**config.mk**
```make
export PLATFORM = sky130hd
export DESIGN_NAME = sbus_arb
export DESIGN_NICKNAME = d
export VERILOG_FILES = /design/src/rtl/sbus_arb_pkg.sv /design/src/rtl/sbus_arb_rr_pick.sv /design/src/rtl/sbus_arb.sv
export SDC_FILE = /design/constraint.sdc
export NUM_CORES = 1
export LEC_CHECK = 0
export CAP_MARGIN = 5
export CORE_MARGIN = 3
export CORE_UTILIZATION = 35
export DETAILED_ROUTE_END_ITERATION = 10
export PLACE_DENSITY = 0.86
export SYNTH_ARGS = -nofsm -noshare
export SYNTH_HDL_FRONTEND = slang
export SYNTH_SLANG_ARGS = --single-unit
```
**constraint.sdc**
```tcl
create_clock -name clk -period 1.65 [get_ports clk]
set_clock_uncertainty 0.05 [all_clocks]
set_input_delay 0.495 -clock clk [delete_from_list [all_inputs] [get_ports clk]]
set_output_delay 0.495 -clock clk [all_outputs]
set_load 0.005 [all_outputs]
```
**src/rtl/sbus_arb_pkg.sv**
```systemverilog
// Shared types and helpers for the sbus_arb shared-bus arbiter.
package sbus_arb_pkg;

  typedef enum logic {
    IDLE = 1'b0,
    BUSY = 1'b1
  } arb_state_t;

  localparam int SBUS_ARB_MAX_MST = 8;

  // Width of a master index; a single master still needs a 1-bit field.
  function automatic int idx_w(input int n);
    return (n > 1) ? $clog2(n) : 1;
  endfunction

  // (a + b) mod n for a, b already in 0..n-1, without a divider.
  function automatic int wrap_add(input int a, input int b, input int n);
    int s;
    s = a + b;
    return (s >= n) ? s - n : s;
  endfunction

endpackage

```
**src/rtl/sbus_arb_rr_pick.sv**
```systemverilog
// Combinational rotating-priority picker: first requester at or after ptr, wrapping.
module rr_pick
  import sbus_arb_pkg::*;
#(
  parameter int N_MST = 2,
  parameter int IW    = idx_w(N_MST)
) (
  input  logic [N_MST-1:0] req,
  input  logic [IW-1:0]    ptr,
  output logic [IW-1:0]    idx,
  output logic             any
);

  always_comb begin
    // NOTE: every output gets a default before the search loop so no path leaves it unassigned (no latch).
    idx = '0;
    any = 1'b0;
    for (int k = 0; k < N_MST; k++) begin
      if (!any && req[wrap_add(int'(ptr), k, N_MST)]) begin
        any = 1'b1;
        idx = IW'(wrap_add(int'(ptr), k, N_MST));
      end
    end
  end

endmodule

```
**src/rtl/sbus_arb.sv**
```systemverilog
// N-master to single-slave bus arbiter with registered downstream request.
// Define SBUS_ARB_FIXED_PRIO_EN for fixed lowest-index priority instead of round-robin.
module sbus_arb
  import sbus_arb_pkg::*;
#(
  parameter int N_MST = 2,
  parameter int AW    = 32,
  parameter int DW    = 32
) (
  input  logic                  clk,
  input  logic                  rst,
  input  logic [N_MST-1:0]      m_req,
  input  logic [N_MST-1:0]      m_we,
  input  logic [N_MST*AW-1:0]   m_addr,
  input  logic [N_MST*DW-1:0]   m_wdat,
  input  logic [N_MST*DW/8-1:0] m_wsel,
  output logic [N_MST-1:0]      m_ack,
  output logic [DW-1:0]         m_rdat,
  output logic                  s_req,
  output logic                  s_we,
  output logic [AW-1:0]         s_addr,
  output logic [DW-1:0]         s_wdat,
  output logic [DW/8-1:0]       s_wsel,
  input  logic                  s_ack,
  input  logic [DW-1:0]         s_rdat
);

  localparam int IW = idx_w(N_MST);
  localparam int SW = DW / 8;

  if (N_MST < 1 || N_MST > SBUS_ARB_MAX_MST) begin : g_bad_n_mst
    $error("sbus_arb: N_MST out of range 1..%0d", SBUS_ARB_MAX_MST);
  end

  arb_state_t    state, state_next;
  logic [IW-1:0] owner;
  logic [IW-1:0] search_base;
  logic [IW-1:0] pick_idx;
  logic          pick_any;
  logic          done;

  assign done = (state == BUSY) && s_ack;

`ifdef SBUS_ARB_FIXED_PRIO_EN
  // Searching from index 0 every time is exactly lowest-index-wins.
  assign search_base = '0;
`else
  always_ff @(posedge clk) begin
    if (rst) begin
      search_base <= '0;
    end else if (done) begin
      search_base <= IW'(wrap_add(int'(owner), 1, N_MST));
    end
  end
`endif

  rr_pick #(
    .N_MST(N_MST),
    .IW   (IW)
  ) u_pick (
    .req(m_req),
    .ptr(search_base),
    .idx(pick_idx),
    .any(pick_any)
  );

  always_ff @(posedge clk) begin
    if (rst) begin
      state <= IDLE;
    end else begin
      state <= state_next;
    end
  end

  always_comb begin
    state_next = state;
    case (state)
      IDLE:    if (pick_any) state_next = BUSY;
      BUSY:    if (s_ack)    state_next = IDLE;
      default: state_next = IDLE;
    endcase
  end

  // NOTE: registered state uses non-blocking assignments so every flop samples pre-edge values.
  always_ff @(posedge clk) begin
    if (rst) begin
      owner  <= '0;
      s_req  <= 1'b0;
      s_we   <= 1'b0;
      s_addr <= '0;
      s_wdat <= '0;
      s_wsel <= '0;
    end else if (state == IDLE && pick_any) begin
      owner  <= pick_idx;
      s_req  <= 1'b1;
      s_we   <= m_we[pick_idx];
      s_addr <= m_addr[int'(pick_idx)*AW +: AW];
      s_wdat <= m_wdat[int'(pick_idx)*DW +: DW];
      s_wsel <= m_wsel[int'(pick_idx)*SW +: SW];
    end else if (done) begin
      s_req <= 1'b0;
    end
  end

  // Ack is combinational from s_ack so a zero-wait slave completes in one cycle.
  always_comb begin
    m_ack = '0;
    if (!rst && done) m_ack = N_MST'(1) << owner;
  end

  assign m_rdat = s_rdat;

endmodule

```
## After elaboration in Yosys (flattened, before gate mapping)

Cells that the tools add are included.

- Register bits after elaboration: 73
- Latch bits: 0
- Bits in writable memories: 0
- ROM bits: 0
- Memories: 0

- Add/subtract/negate cells: 5
- Multiply operators: 0
- Div/mod/pow operators: 0
- Magnitude comparators: 6
- Equal/unequal tests: 0
- Shift operators: 4
- Multiplexer cells: 21
- Bitwise gates (word level): 1
- Reductions and logical operators: 7

Operator list:

| operator | number |
|---|---|
| 64-bit by 7-bit indexed part select with 32-bit output | 2 |
| 32-bit by 3-bit less-than comparator with 1-bit output, second input constant | 2 |
| 32-bit 2-to-1 mux | 2 |
| 32-bit by 3-bit >= comparator with 1-bit output, second input constant | 1 |
| 32-bit by 3-bit subtractor with 32-bit output, second input constant | 1 |
| 1-bit 2-to-1 mux | 17 |
| 8-bit by 4-bit indexed part select with 4-bit output | 1 |
| 1-bit by 1-bit adder with 2-bit output, second input constant | 2 |
| 1-bit logical AND | 4 |
| 1-bit by 2-bit subtractor with 3-bit output, second input constant | 1 |
| 1-bit by 2-bit >= comparator with 1-bit output, second input constant | 1 |
| 2-bit >= comparator, second input constant | 1 |
| 1-bit zero test | 2 |
| 1-bit by 2-bit less-than comparator with 1-bit output, second input constant | 1 |
| 2-bit 2-to-1 mux | 1 |
| 1-bit one-hot mux with 2 select lines | 1 |
| 2-bit nonzero test | 1 |
| 1-bit by 1-bit left shift with 2-bit output, first input constant | 1 |
| 1-bit inverter | 1 |
| 1-bit subtractor, second input constant | 1 |

## Logic depth before layout (Yosys ltp)

Gate-level depths: netlist (run 1).

- Depth after elaboration: 11
- Gate-level depth with buffers: 7
- Depth with buffers taken out: 3

## Hierarchy

A second synthesis (run 1) with hierarchy kept.

- Cells, all modules: 362
- Area total of the unflattened synthesis: 3747.3 um^2

By module, submodules not included:

| module | times used | cells an instance | area an instance (um^2) | sequential area each (um^2) |
|---|---|---|---|---|
| sbus_arb | 1 | 359 | 3729.8 | 1461.4 |
| rr_pick | 1 | 3 | 17.5 | 0.0 |

## Worst setup path before layout (run 1)

OpenSTA, ideal clock, no wires.

- Path kind: input -> register
- Start: input m_req[1]
- End: register s_wdat[0]
- Setup time: 147 ps
- Arrival time: 1369 ps
- Slack: 84 ps
- Cell stages on the path: 7
- Path buffers: 4
- Cell sequence: buf_4 o21ba_1 buf_4 buf_6 buf_4 nor2_1 a311oi_2

- Cells in the longest elaborated chain, start to end: 8

RTL lines:

| element | line | text |
|---|---|---|
| from (decl) | sbus_arb.sv:12 | `input logic [N_MST-1:0] m_req,` |
| 1-bit 2-to-1 mux (implied by the code) (3 in a row) | sbus_arb_rr_pick.sv:19 | `if (!any && req[wrap_add(int'(ptr), k, N_MST)]) begin` |
| 1-bit 2-to-1 mux | sbus_arb_rr_pick.sv:19 |  |
| 1-bit zero test | sbus_arb_rr_pick.sv:19 |  |
| 1-bit logical AND | sbus_arb_rr_pick.sv:19 |  |
| 1-bit 2-to-1 mux | sbus_arb_rr_pick.sv:19 |  |
| 64-bit by 7-bit indexed part select with 32-bit output or 1-bit logical AND (tied branches) | sbus_arb.sv:98, sbus_arb.sv:93 |  |
| to (signal assigned) | sbus_arb.sv:98 | `s_wdat <= m_wdat[int'(pick_idx)*DW +: DW];` |
| to (decl) | sbus_arb.sv:22 | `output logic [DW-1:0] s_wdat,` |

Several ways; a longest one is shown, not always the timed one. The select of a mux whose other input is x is not followed.
A chain may end at the register's enable or synchronous reset.

## Worst setup path after layout (run 1)

- Start: register owner
- End: output m_ack[1]

- Cells in the longest elaborated chain, start to end: 2

RTL lines:

| element | line | text |
|---|---|---|
| from (decl) | sbus_arb.sv:36 | `logic [IW-1:0] owner;` |
| from (signal assigned) | sbus_arb.sv:94 | `owner <= pick_idx;` |
| 1-bit by 1-bit left shift with 2-bit output | sbus_arb.sv:108 | `if (!rst && done) m_ack = N_MST'(1) << owner;` |
| 2-bit 2-to-1 mux | sbus_arb.sv:108 |  |
| to (decl) | sbus_arb.sv:17 | `output logic [N_MST-1:0] m_ack,` |

No other way between the ends.

==> results of run 1 <==
[flip-flops by register name (all words and copies together) (netlist names)]
signal	flops
owner	1
s_addr	32
s_req	1
s_wdat	32
s_we	1
s_wsel	4
search_base	1
state	1
[final timing paths]
check	cells after the start	slack, ns	endpoint
min reg2reg	1	0.43	s_req
max reg2reg	5	0.10	s_addr[23]
min	1	0.43	s_req
max	3	0.06	m_ack[1]
[repair_timing]
item,in CTS,in global routing
hold buffers,0,0
setup buffers,1,0
endpoints found under the setup margin,93,2
pin swaps,2,1
resized for setup,100,5
[metal layers]
layer | up-vias | GRT usage
met5 | - | 0
met4 | 0 | 0.117
met3 | 52 | 0.0440
met2 | 220 | 0.393
met1 | 1893 | 0.227
li1 | 1954 | -
[critical path: cells and delay by family, from the launching register on]
kind,cells,cell delay [ns]
flops,1,0.35
simple gates,1,0.18
buf+inv,2,0.19
[Yosys cell counts]
master / count
nor3_1: 2
o31a_1: 1
a311oi_1: 48
dfxtp_1: 73
o21ai_0: 69
nand2_1: 1
nor2b_1: 1
buf_4: 39
nor2_1: 70
inv_2: 1
nand3_1: 69
o21a_1: 1
inv_1: 1
mux2i_1: 1
nand2b_1: 1
buf_6: 8
and2b_1: 1
a21oi_1: 1
o21ba_1: 1
clkbuf_1: 34
buf_2: 5
a311oi_2: 21
o32ai_1: 1
[cell type report]
type,count,area (um^2),area share
inverters,2,7.51,0.00125
repair buffers,238,2310,0.386
clock inverters,6,82.6,0.0138
multi-input cells,289,1810,0.303
flip-flops and latches,73,1480,0.247
well taps,136,170,0.0284
clock buffers,10,128,0.0213
[cells by family after synthesis]
kind of cell / Yosys count / share of synthesized area
buffers and inverters: 88 / 0.144
AO/OA/AOI/OAI: 143 / 0.297
AND/OR/NAND/NOR: 145 / 0.170
multiplexers: 1 / 0.00265
flip-flops: 73 / 0.387
[metrics by stage]
step,setup TNS (ns),hold WS [ns],instances
2_1_floorplan,0,0.414,450
3_3_place_gp,-23.83,0.401,737
3_5_place_dp,-27.06,0.413,737
4_1_cts,-0.00414,0.428,754
5_1_grt,0,0.470,754
6_report,0,0.426,754
[power by group through the flow]
stage | Sequential [mW] | Clock, mW | Combinational (mW)
finish | 2.04 | 1.52 | 1.35
floorplan | 2.08 | 0 | 0.662
detailed placement | 2.08 | 0 | 1.45
global placement | 2.06 | 0 | 1.42
CTS | 2.04 | 1.56 | 1.35
global route | 2.06 | 1.63 | 1.46
==> impl_metrics.py, run 1 <==
metrics = {
    "outcome": {
        "status": "complete, no violations",
    },
    "drt": {
        "vias_per_cell": 5.46,
        "wl_um": 13700,
        "ant_nets": 0,
        "drc": 0,
        "drt_iter0_drc": 350,
        "routed.top_layer": "met4",
        "wl_per_cell_um": 18.1,
        "num_vias": 4119,
        "route.met2.wl_um": 7070,
        "wl_met3_um": 1190,
        "firstDrtPassIters": 7,
        "wl_met1_um": 4860,
    },
    "logic_synthesis": {
        "ys_types": 23,
        "yosysWarningCount": 0,
        "synth_area_per_cell_um2": 8.39,
        "synth.area.top_cells": "dfxtp_1 (39%), a311oi_1 (11%), nand3_1 (9.1%)",
        "ys_ff_latch": 73,
        "netlist.area_leader.share": 0.387,
        "ys_seq_area_frac": 0.387,
        "synthesis.nets": 625,
        "yosysTopAreaCell": "dfxtp_1",
        "synth_cells": 450,
        "syn_area_um2": 3780,
    },
    "sta": {
        "setup_viol": 0,
        "worstMarginPinSlew_ns": 0.497,
        "fmax_mhz": 627,
        "fin_ws_ns": 0.0550,
        "rsz0062_at_grt": "yes",
        "timing.final.crit_share": 0.967,
        "finalHoldViolCount": 0,
        "period_needed_ns": 1.59,
        "slew_viol_final": 0,
        "slew_headroom": 0.669,
    },
    "floorplanning": {
        "dieArea_um2": 12100,
        "die_x_um": 110,
        "die_y_um": 110,
        "placementRows": 37,
        "core-area_um2": 10400,
        "ioPinCount": 279,
        "initial_core_util": 0.363,
    },
    "setup_path": {
        "worst_path_largest_cell_delay_ns": 0.35,
        "worstPathRequired_ns": 1.10,
        "crit_path_cell_trace": "inv_2 -> nor3_4 -> buf_2",
        "crit_type": "register to output pin",
        "cp_max_fo": 2,
        "endpoint_kind": "output pin",
        "crit_path_top_delay_cell": "dfxtp_2",
        "start_kind": "register",
        "cp.arrival_ns": 1.05,
        "startpoint": "owner",
        "r2r-start": "state",
    },
    "cts": {
        "clk_latency_ns": 0.34,
        "clock_sinks": 73,
        "clk_pin_slew_ns": 0.08,
        "cts_tree": "done",
        "cts_made_buffers": 9,
        "cts.htree.levels": 3,
        "clock_path_buffers": 2,
        "root_buffer": "clkbuf_8",
    },
    "cells_and_area": {
        "fill_cells": 939,
        "drive_gt1_frac": 0.144,
        "layout_commonest_cell": "clkdlybuf4s50_1",
        "final_cell_mix": "clkdlybuf4s50_1 (138), dlygate4sd2_1 (71), nor2_1 (70), o21ai_0 (69), nand3_1 (69)",
        "fin_util": 0.575,
        "diodes": 0,
        "finalInstanceArea_um2": 5990,
        "nets": 788,
        "area.growth.synth_to_final_pct": 58.6,
    },
    "power": {
        "pwr_density_cell_nw_per_um2": 819,
        "combPwrFrac": 0.275,
        "power_mw": 4.91,
        "power.internal_mw": 3.53,
        "p_clk_frac": 0.310,
        "p_sw_mw": 1.37,
        "max-vdd-ir-drop_uv": 507,
        "p_seq_frac": 0.415,
        "swShare": 0.280,
        "p_leak_nw": 2.38,
    },
    "run": {
        "max_cap_violations": 0,
    },
    "grt": {
        "grt_pass1_vias": 3927,
        "grt_overflow": 0,
        "grtUsageTotal": 0.214,
        "grt_pass1_wl_um": 20200,
        "antenna_found_initial": 0,
        "grt_max_degree": 66,
    },
    "place": {
        "numPortBuffers": 214,
        "gp_congestion": 0.761,
        "place_area_um2": 5810,
        "place_ws_ns": -0.739,
        "hpwlAfterDp_um": 10300,
    },
    "hold_path": {
        "hp-start": "s_req",
        "hold_path.class": "register to register",
    },
}
(Power assumes the default switching activity.)
==> run 2: changes to the inputs <==
GPL_ROUTABILITY_DRIVEN = 0   (was not set)
SKIP_LAST_GASP = 1   (was not set)
==> run 2 against run 1 <==
Global-route usage about the same. Sequential cell count unchanged. First-iteration DRC count down 11%. Cell area fell by 0.15%. Setup slack got worse by 0.0032 ns.
==> impl_metrics.py, run 2 (same netlist as run 1, synthesis figures left out) <==
metrics = {
    "power": {
        "power_mw": 4.90,
        "max-vdd-ir-drop_uv": 503,
        "p_leak_nw": 2.37,
        "pwr_density_cell_nw_per_um2": 819,
    },
    "cells_and_area": {
        "area.growth.synth_to_final_pct": 58.4,
        "fill_cells": 940,
        "nets": 790,
        "reg.largest.list": "s_addr x32, s_wdat x32, s_wsel x4",
        "diodes": 0,
        "finalInstanceArea_um2": 5980,
        "fin_util": 0.574,
        "final_cell_mix": "clkdlybuf4s50_1 (138), dlygate4sd2_1 (71), nor2_1 (70), o21ai_0 (69), nand3_1 (69)",
        "layout_commonest_cell": "clkdlybuf4s50_1",
        "drive_gt1_frac": 0.145,
    },
    "grt": {
        "use_met3": 0.0440,
        "grt_max_degree": 66,
        "grt-busiest-layer": "met2",
        "grt_overflow": 0,
        "met2_usage": 0.394,
        "antenna_found_initial": 0,
        "grt.met1_usage": 0.227,
        "grt_pass1_vias": 3923,
        "grtUsageTotal": 0.214,
        "grt_pass1_wl_um": 20100,
    },
    "setup_path": {
        "crit_type": "register to output pin",
        "r2r-start": "state",
        "r2r-end": "s_wdat[25]",
        "worstRegToRegCells": 5,
        "r2r_slack_ns": 0.12,
        "endpoint": "m_ack[1]",
        "start_kind": "register",
        "cp_max_fo": 2,
        "worstPathRequired_ns": 1.10,
        "endpoint_kind": "output pin",
        "startpoint": "owner",
        "cp.arrival_ns": 1.05,
    },
    "sta": {
        "period_needed_ns": 1.60,
        "slew_viol_final": 0,
        "setup_viol": 0,
        "fin_tns_setup_ns": 0,
        "rsz0062_at_grt": "yes",
        "fmax_mhz": 626,
        "finalHoldViolCount": 0,
        "timing.final.crit_share": 0.969,
        "hold_slack_ns": 0.428,
        "worstMarginPinSlew_ns": 0.500,
        "slew_headroom": 0.667,
    },
    "floorplanning": {
        "ioPinCount": 279,
        "placementRows": 37,
        "dieArea_um2": 12100,
        "die_y_um": 110,
        "core-area_um2": 10400,
        "die_x_um": 110,
        "initial_core_util": 0.363,
    },
    "cts": {
        "clk_latency_ns": 0.33,
        "root_buffer": "clkbuf_8",
        "cts_made_buffers": 9,
        "clk_pin_slew_ns": 0.08,
        "clock_sinks": 73,
        "cts_tree": "done",
        "cts.htree.levels": 3,
        "clock_path_buffers": 2,
    },
    "drt": {
        "firstDrtPassIters": 5,
        "wl_per_cell_um": 18.1,
        "wl_um": 13700,
        "num_vias": 4101,
        "vias_per_cell": 5.42,
        "ant_nets": 0,
        "drc": 0,
        "drt_iter0_drc": 310,
    },
    "hold_path": {
        "hold_path.class": "register to register",
    },
    "place": {
        "place_area_um2": 5810,
        "numPortBuffers": 214,
        "hpwlAfterDp_um": 10300,
    },
    "outcome": {
        "status": "complete, no violations",
    },
    "run": {
        "max_cap_violations": 0,
    },
}
==> run 2: where the power goes <==
| part | internal [mW] | switching, mW | leakage (nW) |
|---|---|---|---|
| Combinational | 0.743 | 0.607 | 1.65 |
| Clock | 0.845 | 0.673 | 0.106 |
| Sequential | 1.95 | 0.0866 | 0.611 |
| Total | 3.54 | 1.37 | 2.37 |
==> run 2: what timing repair did <==
action,CTS,global route
setup buffers,1,2
setup endpoints to repair,93,3
hold endpoints to repair,0,0
gates resized for setup,96,6
pin swaps,2,2
hold buffers,0,0
==> run 2: final cells by class <==
type	count	area, um^2	area share
tap	136	170	0.0284
timing repair buffer	240	2320	0.388
clock inverter	6	82.6	0.0138
clock buffer	10	128	0.0213
sequential	73	1480	0.247
multi-input combinational	289	1800	0.300
inverter	2	7.51	0.00125
==> run 2: worst min-delay path by stage <==
| stage | start | end | slack [ns] | cells after the start |
|---|---|---|---|---|
| 6_report | s_req | s_req | 0.43 | 1 |
| 5_1_grt | s_ack | s_req | 0.44 | 3 |
| 4_1_cts | s_req | s_req | 0.43 | 1 |
| 3_5_place_dp | s_req | s_req | 0.41 | 1 |
| 3_3_place_gp | s_req | s_req | 0.40 | 1 |
| 2_1_floorplan | s_req | s_req | 0.41 | 1 |
==> run 2: worst max-delay path, cell delays in order (launching register included) <==
cell	delay, ns
dfxtp_2	0.35
inv_2	0.04
nor3_2	0.19
buf_2	0.14
==> run 2: through the flow <==
| step | instances | setup slack [ns] |
|---|---|---|
| after global routing | 756 | -0.00722 |
| after floorplan | 450 | 0.0842 |
| after global placement | 737 | -0.703 |
| after detailed placement | 737 | -0.739 |
| final | 756 | 0.0519 |
| after CTS | 754 | -0.0629 |
==> run 2: routing by layer <==
metal  vias to the layer above  part of all wire  routed length, um
met5                         -                 0                  0
met4                         0             0.038                525
met3                        46             0.088               1200
met2                       216              0.52               7050
met1                      1879              0.36               4890
li1                       1960                 -                  -
==> run 3: changes to the inputs <==
==> constraint.sdc (replaced) <==
create_clock -name clk -period 1.65 [get_ports clk]
set_clock_uncertainty 0.05 [all_clocks]
set_input_delay 0.33 -clock clk [delete_from_list [all_inputs] [get_ports clk]]
set_output_delay 0.33 -clock clk [all_outputs]
set_load 0.005 [all_outputs]
==> run 3 against run 2 <==
Via count increased by 2.0%. Global-route usage decreased by 0.55 points. Setup slack got worse by 0.026 ns. Largest cell class unchanged.
==> impl_metrics.py, run 3 (same netlist as run 1, synthesis figures left out) <==
metrics = {
    "hold_path": {
        "hold_path.class": "register to register",
    },
    "cts": {
        "cts_made_buffers": 9,
        "cts_setup_buffers": 0,
        "cts.htree.levels": 3,
        "clk_pin_slew_ns": 0.08,
        "root_buffer": "clkbuf_8",
        "clock_sinks": 73,
        "clk_latency_ns": 0.34,
        "clock_path_buffers": 2,
        "cts_tree": "done",
    },
    "power": {
        "pwr_density_cell_nw_per_um2": 802,
        "p_clk_frac": 0.275,
        "p_sw_mw": 1.37,
        "swShare": 0.284,
        "combPwrFrac": 0.305,
        "p_seq_frac": 0.420,
        "max-vdd-ir-drop_uv": 365,
        "power.internal_mw": 3.47,
        "p_leak_nw": 2.20,
    },
    "cells_and_area": {
        "area.growth.synth_to_final_pct": 59.8,
        "layout_commonest_cell": "clkdlybuf4s50_1",
        "finalInstanceArea_um2": 6040,
        "nets": 787,
        "drive_gt1_frac": 0.115,
        "diodes": 0,
        "final_cell_mix": "clkdlybuf4s50_1 (204), dfxtp_1 (72), nor2_1 (70), o21ai_0 (69), nand3_1 (69)",
        "reg.largest.list": "s_addr x32, s_wdat x32, s_wsel x4",
    },
    "grt": {
        "met2_usage": 0.390,
        "grt.met1_usage": 0.219,
        "grt_pass1_wl_um": 19500,
        "grtUsageTotal": 0.209,
        "grt_overflow": 0,
        "antenna_found_initial": 0,
        "use_met3": 0.0540,
        "grt_pass1_vias": 3858,
        "grt-busiest-layer": "met2",
        "grt_max_degree": 66,
    },
    "sta": {
        "period_needed_ns": 1.62,
        "worstMarginPinSlew_ns": 0.513,
        "setup_viol": 0,
        "timing.final.crit_share": 0.984,
        "slew_headroom": 0.658,
        "hold_slack_ns": 0.430,
        "slew_viol_final": 0,
        "fmax_mhz": 616,
        "fin_tns_setup_ns": 0,
        "finalHoldViolCount": 0,
        "rsz0062_at_grt": "yes",
    },
    "setup_path": {
        "start_kind": "primary input",
        "r2r-start": "state",
        "worstRegToRegCells": 5,
        "crit_buf_inv": 2,
        "cp_max_fo": 29,
        "r2r_slack_ns": 0.10,
        "r2r-end": "s_addr[26]",
        "cp.arrival_ns": 1.81,
        "endpoint_kind": "register",
        "crit_type": "primary input to register",
        "crit_path_cell_trace": "clkdlybuf4s50_1 -> and2b_2 -> buf_6 -> o21ai_0 -> a311oi_1",
        "endpoint": "s_wdat[27]",
        "startpoint": "m_req[0]",
        "worst_path_largest_cell_delay_ns": 0.55,
        "cp.depth": 5,
        "worstPathRequired_ns": 1.83,
        "critical-path-top-delay-family": "buffers and inverters",
        "crit_path_top_delay_cell": "clkdlybuf4s50_1",
    },
    "drt": {
        "ant_nets": 0,
        "drc": 0,
        "wl_um": 13900,
        "firstDrtPassIters": 6,
        "wl_per_cell_um": 18.5,
        "vias_per_cell": 5.55,
        "drt_iter0_drc": 430,
        "num_vias": 4182,
    },
    "floorplanning": {
        "ioPinCount": 279,
        "dieArea_um2": 12100,
        "die_x_um": 110,
        "die_y_um": 110,
        "placementRows": 37,
        "initial_core_util": 0.363,
        "core-area_um2": 10400,
    },
    "place": {
        "hpwlAfterDp_um": 10300,
        "place_area_um2": 5790,
        "numPortBuffers": 214,
    },
    "run": {
        "max_cap_violations": 0,
    },
    "outcome": {
        "status": "complete, no violations",
    },
}
run 3: cell types whose count changed in the layout (fill, tap and decap cells not counted), sizes merged:
cell	delta
buf	-4
bufinv	-2
clkbuf	+2
clkdlybuf4s50	+66
dlygate4sd2	-71
dlymetal6s2s	+6
run 3: final cells by class:
cell class	count	area [um^2]
multi-input combinational	289	1790
timing repair buffer	237	2410
clock buffer	12	165
sequential	73	1460
tap	136	170
clock inverter	4	26.3
fill	911	4380
inverter	2	7.51
run 3: how the worst min path moves through the flow:
stage                        to   from  cells past startpoint  slack, ns
after floorplan           s_req  s_req                      1       0.41
after global placement    s_req  s_req                      1       0.40
after detailed placement  s_req  s_req                      1       0.41
after CTS                 s_req  s_req                      1       0.43
after global routing      s_req  s_req                      1       0.47
final                     s_req  s_req                      1       0.43
run 3: power groups by stage:
stage          sequential, mW  combinational, mW  clock [mW]
5_1_grt                  2.05               1.58        1.45
4_1_cts                  2.03               1.46        1.36
3_5_place_dp             2.08               1.45           0
6_report                 2.03               1.47        1.33
2_1_floorplan            2.08              0.662           0
3_3_place_gp             2.06               1.41           0
run 3: repair_timing:
item                                    4_1_cts  5_1_grt
pin swaps                                     0        1
endpoints found under the setup margin        2       28
hold endpoints to repair                      0        0
gates resized for setup                       9       10
gates cloned                                  0        1
hold buffers                                  0        0
run 3: per-layer routing:
metal | part of all wire | vias up | wire length [um]
li1 | - | 1958 | -
met1 | 0.36 | 1922 | 4980
met2 | 0.52 | 260 | 7250
met3 | 0.089 | 42 | 1240
met4 | 0.032 | 0 | 451
met5 | 0 | - | 0
run 3: through the flow:
stage / util / total power, mW / cells / setup slack [ns]
final: 0.579 / 4.84 / 753 / 0.0258
after global routing: 0.579 / 5.09 / 753 / -0.0450
after CTS: 0.575 / 4.86 / 752 / -0.00454
after detailed placement: 0.556 / 3.52 / 736 / -0.399
after global placement: 0.556 / 3.48 / 736 / -0.364
after floorplan: - / 2.74 / 450 / 0.249
